`src/rtl/adc_capture_ctrl_if.sv`:
```
// AXI-Stream channel carrying captured ADC words out of the capture stage.
//   tdata  : DATA_W-bit word (8 x 16-bit samples, sample 0 in [15:0])
//   tvalid : output register holds a word
//   tready : downstream FIFO can accept a word
//   tlast  : final word of a capture
// master = capture stage (adc_capture_ctrl), slave = downstream FIFO.
interface adc_capture_ctrl_if #(
  parameter int DATA_W = 128
) ();
  logic [DATA_W-1:0] tdata;
  logic              tvalid;
  logic              tready;
  logic              tlast;

  modport master (output tdata, output tvalid, output tlast, input tready);
  modport slave  (input tdata, input tvalid, input tlast, output tready);
endinterface

```
`src/rtl/adc_capture_ctrl.sv`:
```
// Triggered ADC capture stage. Watches a free-running, unstallable ADC word
// stream, and after arm + trigger forwards exactly num_words words through a
// single-entry AXI-Stream output register. Words that cannot be stored
// because the register is full and downstream is not ready are dropped and
// flagged in a sticky overflow bit.
// Ports:
//   pl_clk, rst     : clock, asynchronous active-high reset
//   s_adc_tdata/
//   s_adc_tvalid    : ADC word stream (no backpressure possible)
//   arm             : pulse, accepted in IDLE; latches num_words
//   trigger         : level, sampled in ARMED together with s_adc_tvalid
//   abort           : pulse, returns to IDLE from any state, no done
//   num_words       : capture length (0 = immediate done)
//   m_axis          : AXI-Stream master (tdata/tvalid/tready/tlast)
//   busy            : high in ARMED, CAPTURE, FLUSH
//   done            : one-cycle pulse when the capture has fully drained
//   overflow        : sticky drop flag, cleared on the next accepted arm
module adc_capture_ctrl #(
  parameter int DATA_W = 128,
  parameter int CNT_W  = 16
) (
  input  logic              pl_clk,
  input  logic              rst,
  input  logic [DATA_W-1:0] s_adc_tdata,
  input  logic              s_adc_tvalid,
  input  logic              arm,
  input  logic              trigger,
  input  logic              abort,
  input  logic [CNT_W-1:0]  num_words,
  adc_capture_ctrl_if.master m_axis,
  output logic              busy,
  output logic              done,
  output logic              overflow
);

  typedef enum logic [1:0] {
    IDLE    = 2'd0,
    ARMED   = 2'd1,
    CAPTURE = 2'd2,
    FLUSH   = 2'd3
  } state_t;

  state_t            state;
  logic [CNT_W-1:0]  nw_q;     // latched capture length
  logic [CNT_W-1:0]  cnt;      // words still to capture, including the current one
  logic [DATA_W-1:0] tdata_p1;
  logic              vld_p1;
  logic              tlast_p1;

  logic cap_word;
  logic is_last;
  logic can_load;
  logic load;
  logic drop;

  // Input side: decide whether this cycle's ADC word belongs to the capture
  // window and whether it is the final one. In ARMED the trigger word is
  // word 0, so it is last only for a one-word capture.
  always_comb begin
    cap_word = s_adc_tvalid &&
               (((state == ARMED) && trigger) || (state == CAPTURE));
    is_last  = (state == ARMED) ? (nw_q == CNT_W'(1)) : (cnt == CNT_W'(1));
    can_load = !vld_p1 || m_axis.tready;
    load     = cap_word && can_load;
    drop     = cap_word && !can_load;
  end

  assign m_axis.tdata  = tdata_p1;
  assign m_axis.tvalid = vld_p1;
  assign m_axis.tlast  = tlast_p1;

  always_ff @(posedge pl_clk or posedge rst) begin
    if (rst) begin
      state    <= IDLE;
      nw_q     <= '0;
      cnt      <= '0;
      tdata_p1 <= '0;
      vld_p1   <= 1'b0;
      tlast_p1 <= 1'b0;
      busy     <= 1'b0;
      done     <= 1'b0;
      overflow <= 1'b0;
    end else begin
      done <= 1'b0;
      if (abort) begin
        state    <= IDLE;
        busy     <= 1'b0;
        vld_p1   <= 1'b0;
        tlast_p1 <= 1'b0;
      end else begin
        // ---- stage p1: output register (load/drain, drop handling) ----
        if (load) begin
          tdata_p1 <= s_adc_tdata;
          vld_p1   <= 1'b1;
          tlast_p1 <= is_last;
        end else if (vld_p1 && m_axis.tready) begin
          vld_p1   <= 1'b0;
          tlast_p1 <= 1'b0;
        end
        // A dropped final word still has to terminate the packet, so its
        // tlast is moved onto the word being held.
        if (drop) begin
          overflow <= 1'b1;
          if (is_last) begin
            tlast_p1 <= 1'b1;
          end
        end

        case (state)
          IDLE: begin
            if (arm) begin
              overflow <= 1'b0;
              nw_q     <= num_words;
              if (num_words == '0) begin
                done <= 1'b1;
              end else begin
                state <= ARMED;
                busy  <= 1'b1;
              end
            end
          end
          ARMED: begin
            if (trigger && s_adc_tvalid) begin
              cnt   <= nw_q - CNT_W'(1);
              state <= (nw_q == CNT_W'(1)) ? FLUSH : CAPTURE;
            end
          end
          CAPTURE: begin
            // The window is time-fixed: dropped words still count.
            if (s_adc_tvalid) begin
              cnt <= cnt - CNT_W'(1);
              if (cnt == CNT_W'(1)) begin
                state <= FLUSH;
              end
            end
          end
          FLUSH: begin
            if (!vld_p1) begin
              state <= IDLE;
              busy  <= 1'b0;
              done  <= 1'b1;
            end
          end
          default: state <= IDLE;
        endcase
      end
    end
  end

endmodule

```
`src/flat_wrapper.sv`:
```
// flat-port wrapper written by rule: the top's interface ports become plain ports
module adc_capture_ctrl_flat 
#(
  parameter int DATA_W = 128,
  parameter int CNT_W  = 16
)
  (pl_clk, rst, s_adc_tdata, s_adc_tvalid, arm, trigger, abort, num_words, busy, done, overflow, m_axis_tdata, m_axis_tvalid, m_axis_tlast, m_axis_tready);
  adc_capture_ctrl_if #(.DATA_W(DATA_W)) m_axis_i ();
  input  logic pl_clk;
  input  logic rst;
  input  logic [DATA_W-1:0] s_adc_tdata;
  input  logic s_adc_tvalid;
  input  logic arm;
  input  logic trigger;
  input  logic abort;
  input  logic [CNT_W-1:0] num_words;
  output logic busy;
  output logic done;
  output logic overflow;
  output wire logic [$bits(m_axis_i.tdata)-1:0] m_axis_tdata;
  output wire logic [$bits(m_axis_i.tvalid)-1:0] m_axis_tvalid;
  output wire logic [$bits(m_axis_i.tlast)-1:0] m_axis_tlast;
  input wire logic [$bits(m_axis_i.tready)-1:0] m_axis_tready;
  assign m_axis_tdata = m_axis_i.tdata;
  assign m_axis_tvalid = m_axis_i.tvalid;
  assign m_axis_tlast = m_axis_i.tlast;
  assign m_axis_i.tready = m_axis_tready;
  adc_capture_ctrl #(.DATA_W(DATA_W), .CNT_W(CNT_W)) u_core (.pl_clk(pl_clk), .rst(rst), .s_adc_tdata(s_adc_tdata), .s_adc_tvalid(s_adc_tvalid), .arm(arm), .trigger(trigger), .abort(abort), .num_words(num_words), .m_axis(m_axis_i), .busy(busy), .done(done), .overflow(overflow));
endmodule
```
`config.mk`:
```
export PLATFORM = sky130hd
export DESIGN_NAME = adc_capture_ctrl_flat
export DESIGN_NICKNAME = d
export VERILOG_FILES = /design/src/rtl/adc_capture_ctrl_if.sv /design/src/rtl/adc_capture_ctrl.sv /design/src/flat_wrapper.sv
export SDC_FILE = /design/constraint.sdc
export NUM_CORES = 1
export LEC_CHECK = 0
export CAP_MARGIN = 25
export CORE_ASPECT_RATIO = 1.4
export CORE_MARGIN = 3
export CORE_UTILIZATION = 45
export CTS_BUF_LIST = sky130_fd_sc_hd__clkbuf_2
export CTS_CLUSTER_SIZE = 40
export DETAILED_ROUTE_END_ITERATION = 12
export GPL_TIMING_DRIVEN = 0
export PLACE_DENSITY = 0.82
export SLEW_MARGIN = 0
export SYNTH_ARGS = -nofsm -noshare
export SYNTH_HDL_FRONTEND = slang
export SYNTH_SLANG_ARGS = --single-unit
```
`constraint.sdc`:
```
create_clock -name pl_clk -period 6.5 [get_ports pl_clk]
set_input_delay 1.3 -clock pl_clk [delete_from_list [all_inputs] [get_ports pl_clk]]
set_output_delay 1.3 -clock pl_clk [all_outputs]
set_load 0.03 [all_outputs]
```
==> run summary, run 1 <==
TritonCTS created 17 clock buffers. Summed over all layers, the global routing overflow is 0. For this configuration, the core starts out at a cell density of 46.0%.

Power spread over the standard cell area amounts to 512 nW/um^2. During synthesis, Yosys emitted a total of 0 warnings. Average wire length per cell after detail routing: 20.9 um. Derived from the worst setup path, the maximum achievable clock frequency is 310 MHz. In this run the worst hold path is classified as register to register. The number of port buffers was 283; the synthesized net count was 683. By count the netlist is led by dfrtp_1 (167), mux2_2 (137), nand2_1 (19), a21oi_1 (16), buf_2 (15). The clock reaches the later pin of the worst-skew pair after 0.74 ns.

Overall power consumption after layout is estimated at 5420 uW. In this run the clock root is driven by a clkbuf_2. Of the available clock period, the critical path in the final layout requires 49.6%. After clock tree synthesis, the setup repair step added 0 buffers.

TritonCTS built the clock tree. Multiplexer cells account for 23.2% of the synthesized area. Initial antenna violation count: 3.

The number of global-route vias before repair is 6,165, and the instance count along the most critical hold path is 1. For flop-to-flop paths, the worst setup slack is 3.90 ns. The final estimated routing congestion in global placement is 0.882. The die covers 17,500 sq um. After technology mapping, the gate count stands at 523. For the number of nets in the layout, the log shows 986. The number of standard cells in the layout, taps in and fillers out came out at 1,036. Between clock sinks in the finished design, the worst skew comes to 0.0520 ns.

The number of cells on the critical path is 1. The number of vias per cell after detailed routing was 5.43; the maximum fanout count along the critical path was 7. For the estimated wirelength of the detail-placed design, the log shows 17,000 um. STA puts the critical path data required time at 5.20 ns. For the pin with the worst max-slew slack, the measured transition is 0.722 ns.

CTS saw 167 sinks. Final critical path time including I/O delays and setup: 3.22 ns. The tools report the number of nets with antenna violations after routing as 0. The simple logic cell fraction of the synthesized area is 7.56%.

The kind of critical path was register to output port. For the initial detailed-routing violation count, the log shows 307. The tool flagged a number of max-cap violations equal to 0. Setup repair after global routing left no endpoint under its margin.

For the hold buffer count at cts, the log shows 0. Ranked by total cell area, the synthesized netlist is headed by dfrtp_1 (58%), mux2_2 (21%), ha_1 (1.6%). Measured along the y axis, the die boundary spans 155 um.

The total of fill cells in the finished design was 1,150. The synthesized netlist devotes 1.57% of its cell area to adder and majority cells. The post-route netlist has 23.4% of its cells at a drive strength greater than 1. The placeable core area was 15,600 sq um; the clock transition at the registers of the reported paths was 0.25 ns. The tightest hold path in the finished design has a slack of 0.529 ns. The leading cell type by number of instances after synthesis is dfrtp_1.

By area, the combinational part of the netlist is dominated by multiplexers. On the critical path, the stage with the largest delay is an instance of clkdlybuf4s50_1. The post-synthesis xor/xnor area fraction was 1.71%; the worst path buffer plus inverter count was 1. Counting along the longest clock path gives a buffer depth of 2. The number of gates resized after cts is 0, and the horizontal extent of the die is 113 um. The average size of a mapped cell was 13.7 sq um. The synthesized design contains 167 register bits.

In the routed design, unresolved DRC markers number 0. Before antenna repair, the detailed router went through 5 iterations. The element type at the critical path start is a register.

Final core utilization: 67.9%. Leakage power: 0.00443 uW. Summing the areas of all compound-gate instances in the mapped netlist gives 5.78% of the synthesized area. In this design, the stage delay of the slowest critical-path cell is 0.71 ns. Counting cells, the worst reg-to-reg path comes to 9. For the total wire length after detailed routing, the log shows 21,600 um. Proportion of register bits with asynchronous set or reset after synthesis: 100%. The number of hold violations in the final report came out at 0. For the boundary pin count, the log shows 284. Area added between synthesis and finish: 47.5%. The first global-routing pass estimated 33,400 um of wire. In this run, placement finished with an instance count of 1,003. The row count is 54, and the deepest level of the CTS H-tree is 4. In this run the cell area of the synthesized design comes to 7180 sq um.

The number of enable flip-flop cells after synthesis came out at 0. STA classifies the critical path endpoint as an output port. The top cell family by delay on the critical path is buffers and inverters. Summed over all instances, the cell type with the most area after synthesis is dfrtp_1.

The flow ran to the end, and the final reports show no timing, DRC or antenna violations. Walking the worst path, the cells encountered are clkdlybuf4s50_1. For the final max-slew violation count, the log shows 0. Data on the critical path arrives at its endpoint at 1.92 ns. Summing over every cut layer, the via total after detailed routing is 5,630. Across every metal layer, demand over resource in global routing totals 24.8%. For this run, the leading register cell type out of synthesis is dfrtp_1. The sequential area share after synthesis was 58.2%.

The logs give 323 uV for the worst IR drop on VDD and 0 ns for the summed negative setup slack over all endpoints. Entering global routing, the biggest net connects 90 pins. After synthesis, the largest area contributor takes up 58.2% of total cell area.

The worst slew margin relative to its limit was 51.4%. The logs give 55 for the number of different library cells in the post-synthesis netlist and 0 for the number of endpoints failing setup at the final stage.
## sequential cells by signal, summed over array words and instances (netlist names)
signal / count
u_core.m_axis.tdata: 128
u_core.m_axis.tvalid: 1
u_core.nw_q: 16
u_core.cnt: 16
u_core.m_axis.tlast: 1
u_core.overflow: 1
u_core.state: 2
u_core.busy: 1
u_core.done: 1
## cell type report
cell class                 instances  area (sq um)  share of cell area (%)
sequential                       167          4180                    39.4
timing repair buffer             284          2860                    27.0
multi-input combinational        322          2860                    27.0
tap                              196           245                    2.31
clock inverter                    15           211                    2.00
buffer                            23           105                   0.992
clock buffer                      17          85.1                   0.803
inverter                          11          48.8                   0.461
antenna                            1          2.50                  0.0236
## power by group
group | total (uW) | internal (uW) | switching [uW]
clock network | 643 | 233 | 410
logic | 2870 | 1320 | 1550
registers | 1910 | 1540 | 372
## cells by family after synthesis
kind of cell / Yosys count
and+or+nand+nor: 91
muxes: 148
xor gates and xnor gates: 14
DFF: 167
buffers and inverters: 34
adders and majority gates: 9
AOI/OAI and AO/OA: 60
## through the flow
stage	worst slack [ns]	area, sq um
after floorplan	0.682	7180
after global placement	-1.30	10300
after detailed placement	2.89	10300
after CTS	3.19	10600
after global routing	3.11	10600
final	3.28	10600
## final timing paths
kind,startpoint,end
setup reg to reg,u_core.state[1],u_core.m_axis.tdata[42]
hold reg to reg,u_core.overflow,u_core.overflow
hold / removal,u_core.overflow,u_core.overflow
setup / recovery,u_core.m_axis.tvalid,m_axis_tvalid
min in group asynchronous,rst,u_core.nw_q[3]
max in group asynchronous,rst,u_core.m_axis.tdata[51]
## placed cells by master (no fill, tap or decap), types with 3 or more instances in the layout
cell             netlist  final
nand2_1               19     19
mux2i_1                3      3
buf_2                 15     15
o21a_1                 3      3
nand3_1               11     11
or4_1                  3      3
ha_1                   9      9
nor4_1                 7      7
a2bb2oi_1              4      4
mux2_2               137    137
clkbuf_1               8      8
clkdlybuf4s50_1        0    283
xor2_1                 6      6
nand4_1                6      6
o21ai_1                4      4
o21ai_0               10     10
o22ai_1                4      4
nor2_1                13     13
dfrtp_1              167    167
inv_8                  0      4
inv_1                 11     10
bufinv_16              0      3
clkbuf_2               0     17
nor3_1                 8      8
nand3b_1               3      3
a31oi_1                3      3
xnor2_1                8      8
a21oi_1               16     16
inv_6                  0      3
mux2_1                 8      8
## per-layer routing
metal / routed length (um) / vias to the layer above / track usage [%]
li1: - / 2497 / -
met1: 7690 / 2762 / 27.2
met2: 10900 / 302 / 42.2
met3: 2320 / 65 / 11.1
met4: 727 / 4 / 9.05
met5: 19 / - / 0
Note: power is estimated with default switching activity, not from simulation.
==> inputs of run 2 (changes only) <==
- CORE_UTILIZATION: 45 -> 41
- PLACE_DENSITY: 0.82 -> 0.79
- clock period: 6.5 -> 2.79 ns (I/O delays scaled with it)
==> run 2 against run 1 <==
  * Register-to-register slack worse by 3.5 ns
  * Clock power up 88%
  * Flip-flop and latch count unchanged
  * Design area up 0.12%
  * Die area up 9.3%
  * Worst hold slack worse by 0.20 ns
  * Global-route usage down 3.4 points
  * Power up 130%
  * Critical path depth unchanged
  * Critical path type unchanged
  * Critical endpoint unchanged
  * Largest cell class unchanged
  * Largest power group unchanged
==> run summary, run 2 (synthesis gave the netlist of run 1 again) <==
TritonCTS built the clock tree. After clock tree synthesis, the setup repair step added 0 buffers. Setup violations remaining at the end of the flow were counted as 0.

The initial detailed-routing violation count was 222; the max-cap check violation count was 0. The register with the most flip-flops in the layout has 128 of them. For the worst setup path, the data required time is 2.23 ns. Compared with the post-synthesis result, the final layout area differs by 47.7%.

The worst path buffer plus inverter count is 1. The data arrival time of the critical path was 1.96 ns; the insertion delay to the later sink of the worst-skew pair was 0.71 ns. For the clock tree buffer depth, the log shows 2.

Walking the worst path, the cells encountered are clkdlybuf4s50_1. From bottom edge to top edge, the die measures 163 um. In the routed layout, each cell is associated on average with a via count of 5.12. The fraction of the cycle the final worst path needs works out to 90.3%. Post-route cell area: 10,600 sq um. Entering global routing, the biggest net connects 40 pins. In this run, the clock network consumes 9.9% of the power. In this run, the combinational gates consume 53.9% of the power.

For the maximum frequency from static timing analysis, the log shows 397 MHz. Worst-path cell with the longest stage delay: clkdlybuf4s50_1. Total power for the finished layout comes to 12,300 uW. Before antenna repair, the detailed router went through 4 iterations. Counting the fill cells in the layout gives 1,385. Input and output buffers added on the ports amount to 283. The tools report the post-placement worst setup slack as -0.136 ns.

The estimated wirelength of the detail-placed design is 16,300 um, and the maximum fanout count along the critical path is 7. Commonest non-fill, non-tap cell in the layout: clkdlybuf4s50_1. The slew of the pin with the lowest slew margin is 0.892 ns. For the number of nets in the layout, the log shows 989. In this run the tightest slew margin relative to its limit is 40.4%. For the finished layout, the period the worst path requires is 2.52 ns. Dividing the detail-routed wire length by the instance count gives 18.9 um. Once routing completed, OpenROAD measured the worst setup slack at 0.271 ns. STA classifies the critical path endpoint as an output port. For this design the total switching power over the nets is 5260 uW. The switching part of the total came out at 42.9%. After detailed placement, the total cell area comes to 10,400 sq um. The tools report the total CTS buffers as 17. The hold buffer count at cts came out at 0.

The number of hold violations in the final report is 0, and the placed cell count is 1,042. The run gives 42.4% as the initial cell density of the core. The worst hold path belongs to the class input port to async pin.

The total congestion overflow came out at 0. The critical path is of the register to output port type. The detail route stage leaves a number of antenna-violating nets equal to 0.

For the boundary pin count, the log shows 284. The routed layout has 5,509 vias. The clock tree synthesis step divided the H-tree into 4 levels. Setup repair after global routing left no endpoint under its margin. The number of standard cells in the layout, taps in and fillers out was 1,075; the register share of total power was 36.2%. In the routed design, unresolved DRC markers number 0. Summed over all layers, the routed wires come to 20,300 um. The TritonCTS sink count was 167; the clock transition at the registers of the reported paths was 0.26 ns. The buffer cell driving the clock tree root is clkbuf_2.

The worst stage delay on the critical path is 0.73 ns. The clock arrives with 0.0457 ns of skew. The run finished with clean final reports. The number of global-route vias before repair is 6,162. The tools report the placeable core area as 17,000 sq um. The internal portion of the total power is 7000 uW.

The power per standard cell area is 1160 nW/um^2, and the final core utilization is 62.6%. The top cell types in the final layout, fill and taps aside, are clkdlybuf4s50_1 (283), dfrtp_1 (167), mux2_2 (137). The fraction of layout cells with a size suffix above 1 was 23.8%; the worst IR drop on VDD was 657 uV.

For the area of the die, the log shows 19,200 sq um. The first global-routing pass estimated 32,300 um of wire. At the end of routability-driven placement, the weighted congestion stood at 0.852. The analysis attributes to cell leakage a power of 0.00442 uW. Measured along the x axis, the die boundary spans 118 um. The final max-slew violation count was 0. Grouping stages by cell kind, the critical path spends the most delay in buffers and inverters.

The tools report the element type at the critical path start as a register. The row count came out at 56. Global routing consumed, over all layers together, 21.4% of the routing resources. After clock tree synthesis, the repair step resized 0 gates. The tools report the initial antenna violation count as 1.
==> run 2: changes by cell type in the layout (fill, tap and decap cells not counted), moves of 2 or more <==
cell / before / now
clkbuf_2: 17 / 19
clkinv_8: 2 / 0
clkinv_2: 0 / 4
buf_12: 0 / 4
inv_8: 4 / 1
bufinv_16: 3 / 1
clkinvlp_4: 1 / 3
==> run 2: final cells by class <==
type / count / area [sq um] / area share [%]
antenna: 1 / 2.50 / 0.0236
buffer: 23 / 106 / 1.00
clock buffer: 18 / 90.1 / 0.849
clock inverter: 14 / 124 / 1.17
inverter: 11 / 45.0 / 0.425
multi-input combinational: 322 / 2860 / 26.9
sequential: 167 / 4180 / 39.4
tap: 232 / 290 / 2.74
timing repair buffer: 287 / 2910 / 27.5
==> run 2: power groups by stage <==
stage	logic [uW]	registers, uW	clock network [uW]
floorplan	2010	6200	0
global placement	6490	4380	0
detailed placement	6640	4490	0
CTS	6680	4430	1270
global route	7000	4590	1360
finish	6610	4430	1210
==> run 2: worst register-to-register path, stage by stage (launching register included) <==
cell	delay, ns
dfrtp_1	0.46
inv_1	0.17
ha_1	0.20
clkbuf_1	0.34
mux2_2	0.24
and3b_1	0.21
buf_2	0.24
buf_2	0.26
nand4_1	0.11
nand3_1	0.12
==> run 2: through the flow <==
step,hold slack (ns),setup TNS [ns]
after global placement,0.474,-203.38
after global routing,0.279,0
final,0.328,0
after detailed placement,0.485,-7.98
after floorplan,0.503,0
after CTS,0.263,0
==> run 2: metal layers <==
layer	vias up	global-route usage [%]	wire [um]
met3	38	6.91	1490
met5	-	0	0
met1	2729	21.4	6950
met2	241	40.9	11300
li1	2501	-	-
met4	0	8.05	521
==> run 2: final timing paths <==
kind	slack (ns)	depth (start not counted)	startpoint	end
max	0.27	1	u_core.m_axis.tvalid	m_axis_tvalid
min	0.33	2	rst	u_core.m_axis.tdata[81]
min reg2reg	0.53	1	u_core.m_axis.tdata[78]	u_core.m_axis.tdata[78]
max in group asynchronous	1.52	4	rst	u_core.cnt[4]
min in group pl_clk	0.41	2	s_adc_tdata[81]	u_core.m_axis.tdata[81]
max reg2reg	0.37	9	u_core.state[0]	u_core.cnt[13]
==> inputs of run 3 (changes only) <==
- CORE_UTILIZATION: 41 -> 40
- CTS_BUF_LIST: sky130_fd_sc_hd__clkbuf_2 -> sky130_fd_sc_hd__clkbuf_4 sky130_fd_sc_hd__clkbuf_8 sky130_fd_sc_hd__clkbuf_16
- PLACE_DENSITY: 0.79 -> 0.78
==> run 3 against run 2 <==
  * Utilization rose by 0.38 points
  * First-iteration DRC count fell by 9.0%
  * Via count fell by 1.5%
  * Sequential power barely moved
  * Critical endpoint is now u_core.cnt[13]
  * Highest routed layer unchanged
  * Sequential share of layout area fell by 1.4 points
  * Worst hold slack improved by 0.16 ns
  * Largest power group unchanged
==> run summary, run 3 (synthesis gave the netlist of run 1 again) <==
The worst stage delay on the critical path was 0.41 ns; the worst IR drop on VDD was 672 uV. The top cell types in the final layout, fill and taps aside, are clkdlybuf4s50_1 (283), dfrtp_1 (167), mux2_2 (137). The number of hold violations in the final report came out at 0.

CTS saw 167 sinks. STA classifies the critical path endpoint as a register. The total CTS buffers is 17. STA classifies the critical path startpoint as a register.

The analysis attributes to cell leakage a power of 0.00458 uW. Between clock sinks in the finished design, the worst skew comes to 0.0119 ns. The register with the most flip-flops in the layout has 128 of them.

The worst reg-to-reg path cell count was 9. The fraction of layout cells with a size suffix above 1 was 23.7%. Average wire length per cell after detail routing: 17.9 um. The number of port buffers came out at 283.

The signal on the critical path passes through inv_1 > ha_1 > clkbuf_1 > mux2_2 > and3b_1 > buf_2 > buf_2 > nand4_1 > nand3_1. The post-route cell area was 11,000 sq um; the max-cap check violation count was 0. For the global router's overall resource usage, the log shows 19.7%.

The logs give 0 for the initial antenna violation count and 4 for the number of iterations in the first detailed-routing pass. The total power of the final layout is 13,400 uW, and the met3 routed wirelength is 1220 um. The die is 119 um wide. The slew of the pin with the lowest slew margin works out to 0.814 ns. The count of unresolved DRC violations after routing was 0; the clock transition at the registers of the reported paths was 0.07 ns. Setup repair after global routing left no endpoint under its margin.

The run gives 284 as the boundary pin count. The routed layout has 5,428 vias. The instance count along the most critical hold path was 1.

The fraction of the cycle the final worst path needs came out at 85.4%. Setup violations remaining at the end of the flow were counted as 0. The number of buffers and inverters on the critical path is 4. The insertion delay to the later sink of the worst-skew pair is 0.41 ns, and the initial cell density of the core is 41.1%. The buffer cell driving the clock tree root was clkbuf_16. The logs give 0 for the total congestion overflow and 0 for the count of antenna diodes in the layout. The power per standard cell area was 1220 nW/um^2; the total wire length after detailed routing was 19,200 um.

Dividing the detail-routed via count by the number of cells gives 5.04. Post-CTS repair changed the size of 0 cells. Among cell families on the critical path, the largest total delay comes from buffers and inverters. After layout, the minimum clock period comes to 2.38 ns. TritonCTS built the clock tree.

The tools report the final core utilization as 62.9%. For the final max-slew violation count, the log shows 0. The cell that appears most often on the critical path is buf_2. Worst-path cell with the longest stage delay: dfrtp_1. In this run, post-CTS hold repair placed 0 buffers. The number of nets with antenna violations after routing came out at 0. The worst hold path terminates at u_core.overflow. The worst slew margin relative to its limit is 45.3%. Area of the die: 19,600 sq um.

The run finished with clean final reports. The post-CTS setup repair buffer count is 0. Summing all placed instances gives a cell area of 10,400 sq um. For the post-route met1 wirelength, the log shows 6930 um.

The first global-routing pass estimated 30,400 um of wire. The tools report the placeable core area as 17,500 sq um. Of all nets on the critical path, the largest fanout is 10. The launch point of the worst hold path is u_core.overflow. The required time of the worst setup path was 3.14 ns. Across all register-to-register paths, the minimum setup slack is 0.41 ns. The launching point of the worst reg2reg path is u_core.state[0]. Area added between synthesis and finish: 53.1%. The commonest non-fill, non-tap cell in the layout was clkdlybuf4s50_1.

The endpoint identified for the worst register-to-register timing path is u_core.cnt[13]. The number of global-route vias before repair was 5,801. The summed negative setup slack over all endpoints is 0 ns, and the number of nets in the layout is 989. After legalization and detailed placement, the total HPWL measured 14,900 um. The worst hold slack came out at 0.491 ns. The final estimated routing congestion in global placement was 0.823. The largest net degree at the start of global routing was 42; the clock tree buffer depth was 2.

The tightest min-delay check is of the register to register type. The kind of critical path is register to register. Data arrival time of the critical path: 2.73 ns.

Measured along the y axis, the die boundary spans 165 um. Maximum frequency from static timing analysis: 420 MHz. Initial detailed-routing violation count: 202. After detailed routing, no signal wire sits above met4. The floorplan has 57 rows.

The total of fill cells in the finished design was 1,383; the met2 wire length was 10,900 um. CTS built an H-tree with a depth of 4.
[run 3: changes by cell type in the layout (fill, tap and decap cells not counted), moves of 2 or more]
| cell | before | now |
|---|---|---|
| clkbuf_2 | 19 | 1 |
| clkbuf_8 | 0 | 2 |
| bufinv_16 | 1 | 3 |
| clkbuf_16 | 0 | 17 |
[run 3: through the flow]
stage          setup WS [ns]  instances
2_1_floorplan          0.105        523
3_3_place_gp           -1.38       1042
3_5_place_dp          -0.107       1046
4_1_cts                0.134       1076
5_1_grt                0.217       1076
6_report               0.408       1076
[run 3: per-layer routing]
layer | global-route usage (%) | vias to the layer above
met5 | 0 | -
met4 | 5.27 | 0
met3 | 6.37 | 12
met2 | 37.1 | 181
met1 | 20.9 | 2729
li1 | - | 2506
[run 3: layout make-up]
type	instances	area (sq um)	share of cell area [%]
sequential	167	4180	38.0
timing repair buffer	287	2910	26.5
multi-input combinational	322	2860	26.0
clock buffer	19	453	4.12
tap	236	295	2.69
clock inverter	11	148	1.34
buffer	23	106	0.967
inverter	11	45.0	0.410
[run 3: worst max-delay path by stage]
stage                    startpoint                 endpoint  depth (start not counted)
detailed placement          trigger  u_core.m_axis.tdata[52]                          8
floorplan                       rst              u_core.busy                          1
global route        u_core.state[1]  u_core.m_axis.tdata[51]                          9
finish              u_core.state[0]           u_core.cnt[13]                          9
CTS                 u_core.state[1]  u_core.m_axis.tdata[48]                          9
global placement                rst   u_core.m_axis.tdata[3]                          2
[run 3: where the power goes]
part,switching [uW],internal [uW]
registers,820,3600
logic,3450,3080
clock network,966,1450
total,5240,8140
